$ cat src/rtl/hex_display_arbiter_if.sv
// Requester/display bundle for the hex display arbiter.
// Requesters drive i_req/i_data; the arbiter returns the grant and the
// value for the display stage.
interface hex_display_arbiter_if #(
  parameter int N_REQ = 4
);
  localparam int OWN_W = (N_REQ > 1) ? $clog2(N_REQ) : 1;

  logic [N_REQ-1:0]    i_req;
  logic [16*N_REQ-1:0] i_data;
  logic [N_REQ-1:0]    o_grant;
  logic [OWN_W-1:0]    o_owner;
  logic                o_valid;
  logic [15:0]         o_data;
  logic                o_switch;

  modport master (
    output i_req, i_data,
    input  o_grant, o_owner, o_valid, o_data, o_switch
  );

  modport slave (
    input  i_req, i_data,
    output o_grant, o_owner, o_valid, o_data, o_switch
  );
endinterface

$ cat src/rtl/hex_display_arbiter.sv
// Round-robin time-slicing arbiter for the shared 4-digit hex display path.
// Each owner keeps the display for DWELL cycles or until it drops its
// request; the winning 16-bit value is registered toward the display stage.
module hex_display_arbiter #(
  parameter int          N_REQ     = 4,
  parameter int          DWELL     = 50_000_000,
  parameter logic [15:0] BLANK_VAL = 16'h0000
) (
  input logic             clk,
  input logic             rst,
  hex_display_arbiter_if.slave bus
);
  localparam int OWN_W = (N_REQ > 1) ? $clog2(N_REQ) : 1;
  localparam int CNT_W = (DWELL > 1) ? $clog2(DWELL) : 1;
  localparam logic [CNT_W-1:0] CNT_LOAD = CNT_W'(DWELL - 1);

  localparam logic [0:0] ST_IDLE = 1'b0;
  localparam logic [0:0] ST_SHOW = 1'b1;

  // Control state
  logic [0:0]       state_p0;
  logic [OWN_W-1:0] last_p0;
  logic [CNT_W-1:0] cnt_p0;

  // Registered outputs
  logic [N_REQ-1:0] grant_p1;
  logic [OWN_W-1:0] owner_p1;
  logic             vld_p1;
  logic [15:0]      data_p1;
  logic             switch_p1;

  // Arbitration results
  logic [OWN_W-1:0] base;
  logic [OWN_W-1:0] win;
  logic             win_ok;
  logic             release_now;
  logic [OWN_W-1:0] cand;
  int               idx;

  function automatic logic [15:0] pick_slice(input logic [16*N_REQ-1:0] d,
                                             input logic [OWN_W-1:0]   s);
    logic [15:0] r;
    r = BLANK_VAL;
    for (int j = 0; j < N_REQ; j++) begin
      if (OWN_W'(j) == s) r = d[16*j +: 16];
    end
    return r;
  endfunction

  function automatic logic [N_REQ-1:0] one_hot(input logic [OWN_W-1:0] s);
    logic [N_REQ-1:0] g;
    g = '0;
    for (int j = 0; j < N_REQ; j++) begin
      if (OWN_W'(j) == s) g[j] = 1'b1;
    end
    return g;
  endfunction

  // Rotate-priority scan starting just after base, base itself checked last.
  always_comb begin
    base   = (state_p0 == ST_SHOW) ? owner_p1 : last_p0;
    win    = '0;
    win_ok = 1'b0;
    idx    = 0;
    cand   = '0;
    for (int i = 1; i <= N_REQ; i++) begin
      idx = int'(base) + i;
      if (idx >= N_REQ) idx = idx - N_REQ;
      cand = OWN_W'(idx);
      if (!win_ok && bus.i_req[cand]) begin
        win    = cand;
        win_ok = 1'b1;
      end
    end
    release_now = (state_p0 == ST_SHOW) &&
                  ((cnt_p0 == '0) || !bus.i_req[owner_p1]);
  end

  // Grant FSM, dwell counter and registered display outputs.
  always_ff @(posedge clk) begin
    if (rst) begin
      state_p0  <= ST_IDLE;
      last_p0   <= OWN_W'(N_REQ - 1);
      cnt_p0    <= '0;
      grant_p1  <= '0;
      owner_p1  <= '0;
      vld_p1    <= 1'b0;
      data_p1   <= BLANK_VAL;
      switch_p1 <= 1'b0;
    end else if (state_p0 == ST_IDLE) begin
      if (win_ok) begin
        state_p0  <= ST_SHOW;
        last_p0   <= win;
        cnt_p0    <= CNT_LOAD;
        grant_p1  <= one_hot(win);
        owner_p1  <= win;
        vld_p1    <= 1'b1;
        data_p1   <= pick_slice(bus.i_data, win);
        switch_p1 <= 1'b1;
      end else begin
        data_p1   <= BLANK_VAL;
        switch_p1 <= 1'b0;
      end
    end else if (release_now) begin
      if (!win_ok) begin
        // Nobody left: blank the display, last keeps the released owner.
        state_p0  <= ST_IDLE;
        cnt_p0    <= '0;
        grant_p1  <= '0;
        owner_p1  <= '0;
        vld_p1    <= 1'b0;
        data_p1   <= BLANK_VAL;
        switch_p1 <= 1'b0;
      end else begin
        last_p0   <= win;
        cnt_p0    <= CNT_LOAD;
        grant_p1  <= one_hot(win);
        owner_p1  <= win;
        data_p1   <= pick_slice(bus.i_data, win);
        switch_p1 <= (win != owner_p1);
      end
    end else begin
      cnt_p0    <= cnt_p0 - 1'b1;
      data_p1   <= pick_slice(bus.i_data, owner_p1);
      switch_p1 <= 1'b0;
    end
  end

  assign bus.o_grant  = grant_p1;
  assign bus.o_owner  = owner_p1;
  assign bus.o_valid  = vld_p1;
  assign bus.o_data   = data_p1;
  assign bus.o_switch = switch_p1;
endmodule
$ cat src/flat_wrapper.sv
// flat-port wrapper written by rule: the top's interface ports become plain ports
module hex_display_arbiter_flat 
#(
  parameter int          N_REQ     = 4,
  parameter int          DWELL     = 50_000_000,
  parameter logic [15:0] BLANK_VAL = 16'h0000
)
  (clk, rst, bus_i_req, bus_i_data, bus_o_grant, bus_o_owner, bus_o_valid, bus_o_data, bus_o_switch);
  hex_display_arbiter_if #(.N_REQ(N_REQ)) bus_i ();
  input logic clk;
  input logic rst;
  input wire logic [$bits(bus_i.i_req)-1:0] bus_i_req;
  input wire logic [$bits(bus_i.i_data)-1:0] bus_i_data;
  output wire logic [$bits(bus_i.o_grant)-1:0] bus_o_grant;
  output wire logic [$bits(bus_i.o_owner)-1:0] bus_o_owner;
  output wire logic [$bits(bus_i.o_valid)-1:0] bus_o_valid;
  output wire logic [$bits(bus_i.o_data)-1:0] bus_o_data;
  output wire logic [$bits(bus_i.o_switch)-1:0] bus_o_switch;
  assign bus_i.i_req = bus_i_req;
  assign bus_i.i_data = bus_i_data;
  assign bus_o_grant = bus_i.o_grant;
  assign bus_o_owner = bus_i.o_owner;
  assign bus_o_valid = bus_i.o_valid;
  assign bus_o_data = bus_i.o_data;
  assign bus_o_switch = bus_i.o_switch;
  hex_display_arbiter #(.N_REQ(N_REQ), .DWELL(DWELL), .BLANK_VAL(BLANK_VAL)) u_core (.clk(clk), .rst(rst), .bus(bus_i));
endmodule
$ cat config.mk
export PLATFORM = sky130hd
export DESIGN_NAME = hex_display_arbiter_flat
export DESIGN_NICKNAME = d
export VERILOG_FILES = /design/src/rtl/hex_display_arbiter_if.sv /design/src/rtl/hex_display_arbiter.sv /design/src/flat_wrapper.sv
export SDC_FILE = /design/constraint.sdc
export NUM_CORES = 1
export LEC_CHECK = 0
export ABC_AREA = 1
export CAP_MARGIN = 10
export CORE_ASPECT_RATIO = 0.9
export CORE_MARGIN = 4
export CORE_UTILIZATION = 50
export CTS_CLUSTER_DIAMETER = 100
export DETAILED_ROUTE_END_ITERATION = 7
export HOLD_SLACK_MARGIN = 0.05
export MAX_ROUTING_LAYER = met4
export PLACE_DENSITY = 0.83
export SYNTH_ARGS = -nofsm -noshare
export SYNTH_HDL_FRONTEND = slang
export SYNTH_SLANG_ARGS = --single-unit
$ cat constraint.sdc
create_clock -name clk -period 5.1 [get_ports clk]
set_clock_uncertainty 0.2 [all_clocks]
set_input_delay 0.51 -clock clk [delete_from_list [all_inputs] [get_ports clk]]
set_output_delay 0.51 -clock clk [all_outputs]
set_load 0.01 [all_outputs]
Word level (Yosys, flattened, before mapping)
Cells that the tools add are included.
Widths: inputs -> output; s select.
Word-level totals
  flip-flop bits (word level): 53
  input bits: 70
  output and inout bits: 24
  logic and storage cells: 113
Operators by class
  add/sub/neg operators: 9
  $lt $le $gt $ge: 9
  equality and inequality tests: 9
  muxes and demuxes: 63
  reductions and logical operators: 15
Operators by type and width (number)
  $mux 16: 11
  $mux 26: 4
  $mux 2: 16
  $logic_not 26->1: 1
  $sub 26x1->26 const B: 1
  $mux 1: 23
  $mux 4: 4
  $lt 2x3->1 const B: 5
  $bmux 1 s2: 5
  $ge 3x3->1 const B: 3
  $eq 2x2->1 const A: 4
  $sub 2x1->2 const B: 4
  $add 2x2->3 const B: 2
  $add 2x3->4 const B: 1
  $eq 1x2->1 const A: 2
  $ge 4x3->1 const B: 1
  $logic_and 1x1->1: 4
  $logic_not 1->1: 4
  $logic_not 2->1: 2
  $ne 2x2->1 const B: 2
  $add 2x1->3 const B: 1
  $reduce_and 3->1: 1
  $ne 2x2->1: 1
  $reduce_and 2->1: 1
  2 further kinds: 2

Depth between registers and ports, before layout
Gate-level depths: netlist of the first run.
  depth after elaboration: 24
  gate-level depth with buffers: 20
  mapped depth without buffers: 19

Least setup slack after synthesis of the first run
Ideal clock, no wire load.
  path type: register to register
  from: register u_core.owner_p1[0], in the netlist u_core.bus.o_owner[0]
  to: register u_core.cnt_p0[21]
  library setup time: 70 ps
  data arrival time: 2162 ps
  data required time: 4830 ps
  slack: 2668 ps
  stages on the path, launching flop included: 16
  buffers on the path: 2
  clock period less this slack: 2432 ps
  path through: dfxtp_1 inv_1 nand2_1 nand2_4 nand2_1 nand2_2 nand2_1 nand2_1 nand3_1 nor2_2 ha_1 inv_1 clkbuf_1 clkbuf_1 o21ai_0 a21oi_1
On the way
  longest elaborated chain between the ends: 19
  elaborated cells between the ends (all ways): 44
  classes of those cells: 8 x add/sub; 4 x order compare; 22 x mux; 10 x reduce/logical
RTL lines
  start, declared: line hex_display_arbiter.sv:27  | logic [OWN_W-1:0] owner_p1;
  start signal, assigned: line hex_display_arbiter.sv:96  | owner_p1 <= win;
  start signal, assigned: line hex_display_arbiter.sv:118  | owner_p1 <= win;
  $mux 2: line hex_display_arbiter.sv:61  | base = (state_p0 == ST_SHOW) ? owner_p1 : last_p0;
  $add 2x1->3: line hex_display_arbiter.sv:67  | idx = int'(base) + i;
  $ge 3x3->1 / $sub 2x1->2 (equally long branches): line hex_display_arbiter.sv:68  | if (idx >= N_REQ) idx = idx - N_REQ;
  $mux 2: line hex_display_arbiter.sv:68
  $bmux 1 s2: line hex_display_arbiter.sv:70  | if (!win_ok && bus.i_req[cand]) begin
  $mux 1 (implied by the code): line hex_display_arbiter.sv:70
  $mux 1: line hex_display_arbiter.sv:70
  $logic_not 1->1: line hex_display_arbiter.sv:70
  (+3 left out)
  $logic_and 1x1->1: line hex_display_arbiter.sv:70
  $mux 1: line hex_display_arbiter.sv:70
  $logic_not 1->1: line hex_display_arbiter.sv:70
  $logic_and 1x1->1: line hex_display_arbiter.sv:70
  $mux 1: line hex_display_arbiter.sv:70
  $mux 26: line hex_display_arbiter.sv:105  | if (!win_ok) begin
  $mux 26: line hex_display_arbiter.sv:104  | end else if (release_now) begin
  $mux 26: line hex_display_arbiter.sv:90  | end else if (state_p0 == ST_IDLE) begin
  end signal, assigned: line hex_display_arbiter.sv:123  | cnt_p0 <= cnt_p0 - 1'b1;
  end, declared: line hex_display_arbiter.sv:23  | logic [CNT_W-1:0] cnt_p0;
Several ways; a longest one is shown, not always the timed one. The select of a mux whose other input is x is not followed.
A chain may end at the register's enable or synchronous reset.

Final worst setup path of the first run
  from: register u_core.owner_p1[0], in the netlist u_core.bus.o_owner[0]
  to: register u_core.grant_p1[3], in the netlist u_core.bus.o_grant[3]
On the way
  longest elaborated chain between the ends: 21
  elaborated cells between the ends (all ways): 53
  classes of those cells: 8 x add/sub; 4 x order compare; 2 x eq/ne; 28 x mux; 11 x reduce/logical
RTL lines
  $mux 2: line hex_display_arbiter.sv:61
  $add 2x1->3: line hex_display_arbiter.sv:67
  $ge 3x3->1 / $sub 2x1->2 (equally long branches): line hex_display_arbiter.sv:68
  $mux 2: line hex_display_arbiter.sv:68
  $bmux 1 s2: line hex_display_arbiter.sv:70
  $mux 1 (implied by the code): line hex_display_arbiter.sv:70
  $mux 1: line hex_display_arbiter.sv:70
  $logic_not 1->1: line hex_display_arbiter.sv:70
  (+5 left out)
  $logic_not 1->1: line hex_display_arbiter.sv:70
  $logic_and 1x1->1: line hex_display_arbiter.sv:70
  $mux 2: line hex_display_arbiter.sv:70
  $eq 2x2->1: line hex_display_arbiter.sv:54  | if (OWN_W'(j) == s) g[j] = 1'b1;
  $mux 1: line hex_display_arbiter.sv:54
  $mux 4: line hex_display_arbiter.sv:105
  $mux 4: line hex_display_arbiter.sv:104
  $mux 4: line hex_display_arbiter.sv:90
  end signal, assigned: line hex_display_arbiter.sv:95  | grant_p1 <= one_hot(win);
  end signal, assigned: line hex_display_arbiter.sv:117  | grant_p1 <= one_hot(win);
  end, declared: line hex_display_arbiter.sv:26  | logic [N_REQ-1:0] grant_p1;
Several ways; a longest one is shown, not always the timed one. The select of a mux whose other input is x is not followed.

==> reports/metrics.cfg, run 1 <==
[setup_path]
cp.arrival_ns=3.48
r2r_slack_ns=1.66
cp-end-kind=flip-flop
cp.required_ns=5.14
crit_path_start_kind=flip-flop
crit_fanout=38
critPathKind=flip-flop to flip-flop

[cells_and_area]
num-fill-cells=643
stdcell_count=779
diodes=0
nets=757
postLayoutCoreUtil_pct=67.11
drive_gt1_share_pct=6.706
area_growth_pct=27.49

[power]
powerDensity_nw_per_um2=536.4
p_total_mw=2.600
p_int_mw=1.317
sw_frac_of_total_pct=49.35
ir_worst_vdd_mv=0.3595
p_sw_mw=1.283
seqPwrFrac_pct=24.2
clkPwrFrac_pct=13.4
combPwrFrac_pct=62.5
p_leak_nw=2.186

[yosys]
synthCells=609
synthMuxAreaShare_pct=0
ys_ff_latch=53
synth_simple_gate_area_share_pct=32.85
synth_top_family_by_area=simple AND/OR/NAND/NOR gates
synth_compound_area_share_pct=22.51
ys_seq_area_share_pct=27.91
synth_fp_nets=681
synthAdderAreaFrac_pct=0.6583
synthXorXnorAreaFrac_pct=5.300
ys_warn_count=0
synthDistinctLibCells=34
synth_area_um2=3801
syn_avg_cell_area_um2=6.242

[run]
drv_cap=0

[hold_path]
hold_class=flip-flop to flip-flop

[sta]
final-setup-viol-count=0
hold_violations=0
tightest_slew_ns=0.6377
fin_crit_sh_pct=67.52
period_minus_slack_ns=3.444
max_freq_mhz=290.4
finalMaxSlewViolations=0
slew_headroom_pct=57.44
setup_ws_ns=1.656
setup-tns-final_ns=0
rsz0062_at_grt=false

[clock_network]
cts_buffers=5
root_buffer=clkbuf_8
max-clock-path-buffers=2
cts_tree=yes
cts_resized=0
clk_pin_slew_worst_paths_ns=0.10
cts.sinks=53
cts_max_level=2
cts_hold_buf=0
cts_setup_buffers=0
clock_latency_ns=0.31

[floorplan]
row_count=29
core_area_um2=7221
chipHeight_um=90.72
io_pins=94
die_area_um2=9063
initial_core_util_pct=52.64
die_w_um=99.91

[grt]
grt_pass1_vias=4113
overflow=0
globalRouteTotalUtil_pct=26.49
antenna_found_initial=0
grt_pass1_wl_um=19580
grt_start_max_net_pins=39

[route]
drt_iter0_markers=424
wl_per_cell_um=15.41
ant_nets=0
via_count=4415
viasPerCell=5.668
drc=0
drtPass1Iterations=6
wirelength_um=12000

[placed_design]
dp.final_hpwl_um=9074
place_ws_ns=1.775
portBuffers=93
dp.cells=771
gp_congestion=0.9817

[run_status]
outcome=finished, final reports clean

==> sequential cells by signal, summed over array words and instances, names as in the netlist <==
register and count:
u_core.bus.o_data 16, u_core.bus.o_grant 4, u_core.bus.o_owner 2, u_core.bus.o_switch 1, u_core.bus.o_valid 1, u_core.cnt_p0 26, u_core.last_p0 2, u_core.state_p0 1
==> cell type report <==
cell class                 instances  area [um2]  area share (%)
inverter                          68       257.7           5.319
multi-input combinational        462        2331           48.10
clock buffer                       5       68.82           1.420
clock inverter                     3       65.06           1.343
timing repair buffer              95       945.9           19.52
tap                               93       116.4           2.401
sequential                        53        1061           21.90
==> final timing paths <==
| kind | start | endpoint | cells past startpoint |
|---|---|---|---|
| worst max register to register | u_core.bus.o_owner[0]$_SDFFE_PP0P_ | u_core.bus.o_grant[3]$_SDFFE_PP0P_ | 16 |
| worst min-delay path | u_core.bus.o_grant[2]$_SDFFE_PP0P_ | u_core.bus.o_grant[2]$_SDFFE_PP0P_ | 2 |
| worst max-delay path | u_core.bus.o_owner[0]$_SDFFE_PP0P_ | u_core.bus.o_grant[3]$_SDFFE_PP0P_ | 16 |
| worst min register to register | u_core.bus.o_grant[2]$_SDFFE_PP0P_ | u_core.bus.o_grant[2]$_SDFFE_PP0P_ | 2 |
==> metrics by stage <==
stage / hold slack, ns / area, um2
after global routing: 0.3046 / 4846
final: 0.2846 / 4846
after global placement: 0.2716 / 4712
after CTS: 0.2896 / 4846
after detailed placement: 0.2703 / 4712
after floorplan: 0.2588 / 3801
==> synth_stat cells (all sizes together) <==
cell type | number | area [um2]
nand2 | 176 | 730.7
o21ai | 83 | 415.4
inv | 68 | 257.8
nor2 | 57 | 236.5
dfxtp | 53 | 1061
a21oi | 37 | 188.9
nand3 | 32 | 160.2
clkbuf | 14 | 52.55
xor2 | 14 | 122.6
buf | 12 | 98.84
o211ai | 10 | 75.07
o221ai | 10 | 87.58
nand4 | 9 | 56.30
xnor2 | 9 | 78.83
o22ai | 6 | 37.54
nor4 | 4 | 25.02
or2 | 4 | 25.02
nor3 | 3 | 15.01
o2111ai | 3 | 26.28
ha | 2 | 25.02
a211oi | 1 | 7.510
a221oi | 1 | 8.760
a41oi | 1 | 8.760
==> worst max-delay path, stage by stage (launching register included) <==
cell,delay (ns)
dfxtp_1,0.60
inv_1,0.35
nand2_1,0.23
nand2_4,0.10
nand2_1,0.08
nand2_2,0.09
nand2_1,0.08
nand2_1,0.08
nand3_1,0.13
nor2_2,0.08
ha_1,0.25
inv_1,0.07
buf_4,0.31
nand2_1,0.23
inv_1,0.14
nand4_1,0.13
o21ai_0,0.19
==> power by group through the flow <==
stage / clock, mW / sequential [mW] / combinational, mW
floorplan: 0 / 0.642 / 1.16
global placement: 0 / 0.631 / 1.54
detailed placement: 0 / 0.636 / 1.59
CTS: 0.346 / 0.627 / 1.59
global route: 0.361 / 0.642 / 1.80
finish: 0.347 / 0.628 / 1.62
==> placed cells by master, fill, tap and decap left out, types with 5 or more instances in the layout <==
cell               n
nand2_1          158
clkdlybuf4s50_1   93
o21ai_0           66
inv_1             62
dfxtp_1           53
nor2_1            50
a21oi_1           36
nand3_1           32
o21ai_1           17
xor2_1            14
nand2_2           13
o211ai_1          10
o221ai_1          10
nand4_1            9
xnor2_1            9
nor2_2             6
o22ai_1            6
inv_2              5
nand2_4            5
clkbuf_8           5
==> cell families after synthesis <==
group | Yosys count
compound gates | 152
xor+xnor | 23
buf+inv | 94
flops | 53
fa+ha+maj | 2
simple gates | 285
==> per-layer routing <==
| layer | wire length, um | vias up | global-route usage [%] |
|---|---|---|---|
| met3 | 1075 | 16 | 3.243 |
| met1 | 5070 | 2000 | 35.21 |
| met2 | 5684 | 236 | 43.06 |
| met5 | 0 | - | - |
| li1 | - | 2163 | - |
| met4 | 172 | 0 | 5.688 |
Note: power is estimated with default switching activity, not from simulation.
==> run 2, diff against run 1 <==
Settings changed: CORE_UTILIZATION 50 to 45, PLACE_DENSITY 0.83 to 0.79.
Clock period 5.1 ns to 3 ns, I/O delays scaled along.
==> run 2 against run 1 <==
Cell area increased by 1.8%. Critical endpoint is now u_core.bus.o_grant[1]$_SDFFE_PP0P_. Sequential share of layout area decreased by 0.39 points. Largest power group unchanged. Flip-flop and latch count is the same. Non-clock buffer count grew 17. Global-route usage fell by 1.6 points. Cell count grew 3.0%. Register-to-register slack got worse by 1.4 ns. Via count up 2.1%. Clock power rose by 20%. Total power is 70% higher. First-iteration DRC count decreased by 17%.
==> reports/metrics.cfg, run 2 (synthesis gave the netlist of run 1 again) <==
[run_status]
outcome=finished, final reports clean  ; unchanged

[power]
clkPwrFrac_pct=9.4  ; was 13.4%
sw_frac_of_total_pct=50.40  ; was 49.35%
powerDensity_nw_per_um2=896.9  ; was 536.4 nW/um2
seqPwrFrac_pct=23.6  ; was 24.2%
p_leak_nw=2.235  ; was 2.186 nW
p_int_mw=2.195  ; was 1.317 mW
p_sw_mw=2.230  ; was 1.283 mW
ir_worst_vdd_mv=0.4112  ; was 0.3595 mV
combPwrFrac_pct=67.0  ; was 62.5%

[setup_path]
crit_fanout=18  ; was 38
cp.arrival_ns=2.80  ; was 3.48 ns
crit_path_start_kind=flip-flop  ; unchanged
cp.required_ns=3.04  ; was 5.14 ns
cp-end-kind=flip-flop  ; unchanged
critPathKind=flip-flop to flip-flop  ; unchanged

[cells_and_area]
drive_gt1_share_pct=8.819  ; was 6.706%
diodes=0  ; unchanged
final_common_cell=nand2_1  ; unchanged
num-fill-cells=802  ; was 643
area_growth_pct=29.79  ; was 27.49%
fin_area_um2=4933  ; was 4846 um2
largest_reg_flops=26  ; unchanged
regMostFlops=u_core.cnt_p0  ; unchanged
nets=774  ; was 757
stdcell_count=802  ; was 779
final_cell_mix=nand2_1 (158), clkdlybuf4s50_1 (93), o21ai_0 (66), inv_1 (62), dfxtp_1 (53)  ; unchanged
postLayoutCoreUtil_pct=60.57  ; was 67.11%

[clock_network]
root_buffer=clkbuf_8  ; unchanged
cts_hold_buf=0  ; unchanged
cts_resized=0  ; unchanged
clk_pin_slew_worst_paths_ns=0.10  ; about the same
cts_buffers=5  ; unchanged
cts.sinks=53  ; unchanged
cts_max_level=2  ; unchanged
cts_tree=yes  ; unchanged
max-clock-path-buffers=2  ; unchanged
clock_latency_ns=0.31  ; about the same
cts_setup_buffers=0  ; unchanged

[grt]
grt_start_max_net_pins=24  ; was 39
grt_pass1_vias=4147  ; was 4,113
grt_pass1_wl_um=19690  ; was 19,580 um
overflow=0  ; unchanged
antenna_found_initial=0  ; unchanged
globalRouteTotalUtil_pct=24.86  ; was 26.49%

[route]
drtPass1Iterations=5  ; was 6
drc=0  ; unchanged
ant_nets=0  ; unchanged
via_count=4508  ; was 4,415
viasPerCell=5.621  ; was 5.668
wl_per_cell_um=15.71  ; was 15.41 um
wirelength_um=12600  ; was 12,000 um
drt_iter0_markers=351  ; was 424

[floorplan]
row_count=31  ; was 29
die_area_um2=9984  ; was 9063 um2
die_w_um=104.9  ; was 99.91 um
core_area_um2=8145  ; was 7221 um2
io_pins=94  ; unchanged
chipHeight_um=95.19  ; was 90.72 um
initial_core_util_pct=46.67  ; was 52.64%

[run]
drv_cap=0  ; unchanged

[placed_design]
dp.final_hpwl_um=9682  ; was 9074 um
dp.cells=794  ; was 771
gp_congestion=1.020  ; was 0.9817
postPlaceCellArea_um2=4847  ; was 4712 um2
portBuffers=93  ; unchanged

[sta]
setup-tns-final_ns=0  ; unchanged
final-setup-viol-count=0  ; unchanged
fin_crit_sh_pct=92.23  ; was 67.52%
rsz0062_at_grt=true  ; was false
max_freq_mhz=361.4  ; was 290.4 MHz
tightest_slew_ns=0.6691  ; was 0.6377 ns
slew_headroom_pct=55.34  ; was 57.44%
period_minus_slack_ns=2.767  ; was 3.444 ns
finalMaxSlewViolations=0  ; unchanged
hold_violations=0  ; unchanged

[hold_path]
hold_class=flip-flop to flip-flop  ; unchanged

run 2: cell count changes in the layout (fill, tap and decap cells not counted):
cell / before / now
nor2_1: 50 / 49
clkinv_2: 1 / 0
nor2_2: 6 / 7
buf_4: 2 / 19
clkinvlp_4: 0 / 1
bufinv_16: 2 / 0
clkbuf_1: 0 / 2
run 2: metrics by stage:
step	total power, mW	setup slack (ns)	hold WS [ns]
global route	4.790	-0.01405	0.3207
finish	4.425	0.2332	0.2806
global placement	3.865	0.2382	0.2724
CTS	4.368	0.2582	0.2894
detailed placement	3.950	0.2029	0.2672
floorplan	3.058	0.5681	0.1839
run 2: final timing paths:
| check | slack, ns | end | startpoint | cells past startpoint |
|---|---|---|---|---|
| worst max register to register | 0.23 | u_core.bus.o_grant[1]$_SDFFE_PP0P_ | u_core.cnt_p0[0]$_SDFFE_PP0P_ | 14 |
| worst max-delay path | 0.23 | u_core.bus.o_grant[1]$_SDFFE_PP0P_ | u_core.cnt_p0[0]$_SDFFE_PP0P_ | 14 |
| worst min-delay path | 0.28 | u_core.bus.o_valid$_SDFFE_PP0P_ | u_core.bus.o_valid$_SDFFE_PP0P_ | 2 |
| worst min register to register | 0.28 | u_core.bus.o_valid$_SDFFE_PP0P_ | u_core.bus.o_valid$_SDFFE_PP0P_ | 2 |
run 2: area by class of cell:
class / instances / area, um2 / share of cell area, %
inverter: 68 / 257.7 / 5.224
timing repair buffer: 112 / 1074 / 21.76
sequential: 53 / 1061 / 21.51
clock inverter: 1 / 7.507 / 0.1522
clock buffer: 7 / 76.32 / 1.547
tap: 99 / 123.9 / 2.511
multi-input combinational: 462 / 2333 / 47.30
run 2: power groups by stage:
stage	combinational [mW]	clock, mW	sequential [mW]
2_1_floorplan	1.97	0	1.09
6_report	2.96	0.415	1.05
5_1_grt	3.28	0.445	1.07
4_1_cts	2.90	0.421	1.04
3_3_place_gp	2.81	0	1.05
3_5_place_dp	2.89	0	1.06
run 2: worst max-delay path, cell delays in order (launching register included):
cell and delay, ns:
dfxtp_1 0.32, inv_1 0.08, ha_1 0.19, nand2_1 0.09
or2_2 0.29, nor2_1 0.19, nand4_1 0.13, nand2_1 0.16
nor2_4 0.05, inv_2 0.07, buf_4 0.22, nand2_1 0.18
inv_1 0.16, nand4_1 0.14, o21ai_0 0.19
run 2: metal layers:
metal  track usage (%)  wire (um)
met5                 -          0
met2             38.30       5596
met1             33.43       5626
met4             8.415        340
met3             3.995       1039
==> run 3, diff against run 2 <==
Settings changed: CORE_MARGIN 4 to default.
==> run 3 against run 2 <==
Clock power up 11%. Count of clock-buffer cells in the layout fell by 1. Worst hold slack improved by 0.014 ns. Die area fell by 12%. Highest routed layer unchanged. Worst setup slack better by 0.0077 ns. Core utilization rose by 0.57 points. First-iteration DRC count down 27%.
==> reports/metrics.cfg, run 3 (synthesis gave the netlist of run 1 again) <==
[run_status]
outcome=finished, final reports clean  ; unchanged

[clock_network]
clock_latency_ns=0.32  ; was 0.31 ns
max-clock-path-buffers=2  ; unchanged
cts_setup_buffers=0  ; unchanged
root_buffer=clkbuf_8  ; unchanged
cts_buffers=5  ; unchanged
cts.sinks=53  ; unchanged
cts_max_level=2  ; unchanged
clk_pin_slew_worst_paths_ns=0.11  ; was 0.10 ns
cts_tree=yes  ; unchanged

[setup_path]
critPathKind=flip-flop to flip-flop  ; unchanged
critPathSlowestCell=dfxtp_1  ; unchanged
crit_start=u_core.bus.o_owner[0]$_SDFFE_PP0P_  ; was u_core.cnt_p0[0]$_SDFFE_PP0P_
cp-end-kind=flip-flop  ; unchanged
crit_fanout=20  ; was 18
cp.arrival_ns=2.77  ; was 2.80 ns
endpoint=u_core.bus.o_data[1]$_SDFF_PP0_  ; was u_core.bus.o_grant[1]$_SDFFE_PP0P_
cp.required_ns=3.01  ; was 3.04 ns
r2r_slack_ns=0.24  ; was 0.23 ns
max_stage_delay_ns=0.47  ; was 0.32 ns
cp_common_cell=nand2_1  ; unchanged
r2r-end=u_core.bus.o_data[1]$_SDFF_PP0_  ; was u_core.bus.o_grant[1]$_SDFFE_PP0P_
reg2regPathDepth=14  ; unchanged
crit_chain=inv_1, buf_4, nand2_1, o22ai_1, a221oi_1, nand2_1, nor2_4, inv_2, nand2_1, clkinvlp_4, o21ai_0, inv_1, nand2_1, nand2_1  ; was inv_1, ha_1, nand2_1, or2_2, nor2_1, nand4_1, nand2_1, nor2_4, inv_2, buf_4, nand2_1, inv_1, nand4_1, o21ai_0
crit-reg2reg-launch=u_core.bus.o_owner[0]$_SDFFE_PP0P_  ; was u_core.cnt_p0[0]$_SDFFE_PP0P_
crit_path_start_kind=flip-flop  ; unchanged

[floorplan]
initial_core_util_pct=46.89  ; was 46.67%
die_w_um=98.88  ; was 104.9 um
row_count=31  ; unchanged
io_pins=94  ; unchanged
chipHeight_um=89.19  ; was 95.19 um
core_area_um2=8107  ; was 8145 um2
die_area_um2=8819  ; was 9984 um2

[placed_design]
portBuffers=93  ; unchanged
dp.cells=794  ; unchanged
gp_congestion=0.9358  ; was 1.020
postPlaceCellArea_um2=4847  ; unchanged
dp.final_hpwl_um=8953  ; was 9682 um

[sta]
final-setup-viol-count=0  ; unchanged
rsz0062_at_grt=false  ; was true
hold_violations=0  ; unchanged
setup-tns-final_ns=0  ; unchanged
period_minus_slack_ns=2.759  ; was 2.767 ns
fin_crit_sh_pct=91.97  ; was 92.23%
slew_headroom_pct=55.35  ; was 55.34%
tightest_slew_ns=0.6690  ; was 0.6691 ns
finalMaxSlewViolations=0  ; unchanged
max_freq_mhz=362.4  ; was 361.4 MHz

[power]
ir_worst_vdd_mv=0.5020  ; was 0.4112 mV
p_sw_mw=2.197  ; was 2.230 mW
p_total_mw=4.414  ; was 4.425 mW
seqPwrFrac_pct=24.0  ; was 23.6%
powerDensity_nw_per_um2=890.6  ; was 896.9 nW/um2
p_leak_nw=2.237  ; was 2.235 nW
clkPwrFrac_pct=10.4  ; was 9.4%
p_int_mw=2.217  ; was 2.195 mW
sw_frac_of_total_pct=49.77  ; was 50.40%
combPwrFrac_pct=65.5  ; was 67.0%

[route]
ant_nets=0  ; unchanged
viasPerCell=5.536  ; was 5.621
drt_iter0_markers=255  ; was 351
via_count=4440  ; was 4,508
wl_per_cell_um=14.68  ; was 15.71 um
drc=0  ; unchanged
drtPass1Iterations=6  ; was 5
wirelength_um=11770  ; was 12,600 um

[cells_and_area]
area_growth_pct=30.38  ; was 29.79%
fin_area_um2=4956  ; was 4933 um2
final_common_cell=nand2_1  ; unchanged
postLayoutCoreUtil_pct=61.14  ; was 60.57%
nets=774  ; unchanged
final_cell_mix=nand2_1 (158), clkdlybuf4s50_1 (93), o21ai_0 (66), inv_1 (61), dfxtp_1 (52)  ; was nand2_1 (158), clkdlybuf4s50_1 (93), o21ai_0 (66), inv_1 (62), dfxtp_1 (53)
largest_reg_flops=26  ; unchanged
diodes=0  ; unchanged
drive_gt1_share_pct=9.531  ; was 8.819%
stdcell_count=802  ; unchanged
regMostFlops=u_core.cnt_p0  ; unchanged

[grt]
overflow=0  ; unchanged
grt_start_max_net_pins=24  ; unchanged
antenna_found_initial=0  ; unchanged
globalRouteTotalUtil_pct=27.50  ; was 24.86%
grt_pass1_vias=4062  ; was 4,147
grt_pass1_wl_um=18840  ; was 19,690 um

[hold_path]
hold_class=flip-flop to flip-flop  ; unchanged

[run]
drv_cap=0  ; unchanged

## run 3: cell count changes in the layout (fill, tap and decap cells not counted), sizes merged
cell      before  now
clkbuf         7    6
clkinvlp       1    2
## run 3: metal layers
layer,up-vias,routed length (um),GRT usage [%]
met1,2033,5319,36.06
met2,190,5484,44.69
met3,20,815,3.675
met4,0,152,7.734
met5,-,0,-
li1,2197,-,-
## run 3: what timing repair did
item / 4_1_cts / 5_1_grt
hold buffers: 0 / 0
setup endpoints to repair: 0 / 5
gates resized for setup: 0 / 4
hold endpoints to repair: 0 / 0
## run 3: critical path, delay by kind of cell, from the launching register on
kind	cells	cell delay [ns]
and+or+nand+nor	6	0.68
AOI/OAI and AO/OA	3	0.53
buffers and inverters	5	0.77
DFF	1	0.47
## run 3: worst min-delay path by stage
stage	startpoint	endpoint	slack (ns)	depth (start not counted)
after floorplan	rst	u_core.state_p0$_SDFF_PP0_	0.18	1
after global placement	u_core.bus.o_valid$_SDFFE_PP0P_	u_core.bus.o_valid$_SDFFE_PP0P_	0.27	2
final	u_core.bus.o_valid$_SDFFE_PP0P_	u_core.bus.o_valid$_SDFFE_PP0P_	0.29	2
after global routing	u_core.bus.o_grant[2]$_SDFFE_PP0P_	u_core.bus.o_grant[2]$_SDFFE_PP0P_	0.32	2
after detailed placement	u_core.bus.o_valid$_SDFFE_PP0P_	u_core.bus.o_valid$_SDFFE_PP0P_	0.27	2
after CTS	u_core.bus.o_valid$_SDFFE_PP0P_	u_core.bus.o_valid$_SDFFE_PP0P_	0.29	2
## run 3: cell type report
type | count | area [um2]
tap | 99 | 123.9
fill | 737 | 3151
clock buffer | 6 | 82.58
multi-input combinational | 462 | 2336
clock inverter | 2 | 16.27
inverter | 68 | 261.5
timing repair buffer | 112 | 1074
sequential | 53 | 1062
## run 3: power groups by stage
| stage | sequential [mW] | combinational (mW) | clock [mW] |
|---|---|---|---|
| finish | 1.06 | 2.89 | 0.460 |
| global route | 1.09 | 3.21 | 0.492 |
| detailed placement | 1.07 | 2.83 | 0 |
| CTS | 1.06 | 2.84 | 0.465 |
| global placement | 1.07 | 2.77 | 0 |
| floorplan | 1.09 | 1.97 | 0 |
## run 3: through the flow
step	hold WS, ns	setup slack (ns)
finish	0.2948	0.2409
global route	0.3216	0.05513
CTS	0.2944	0.2216
detailed placement	0.2710	0.2285
global placement	0.2715	0.2796
floorplan	0.1839	0.5681
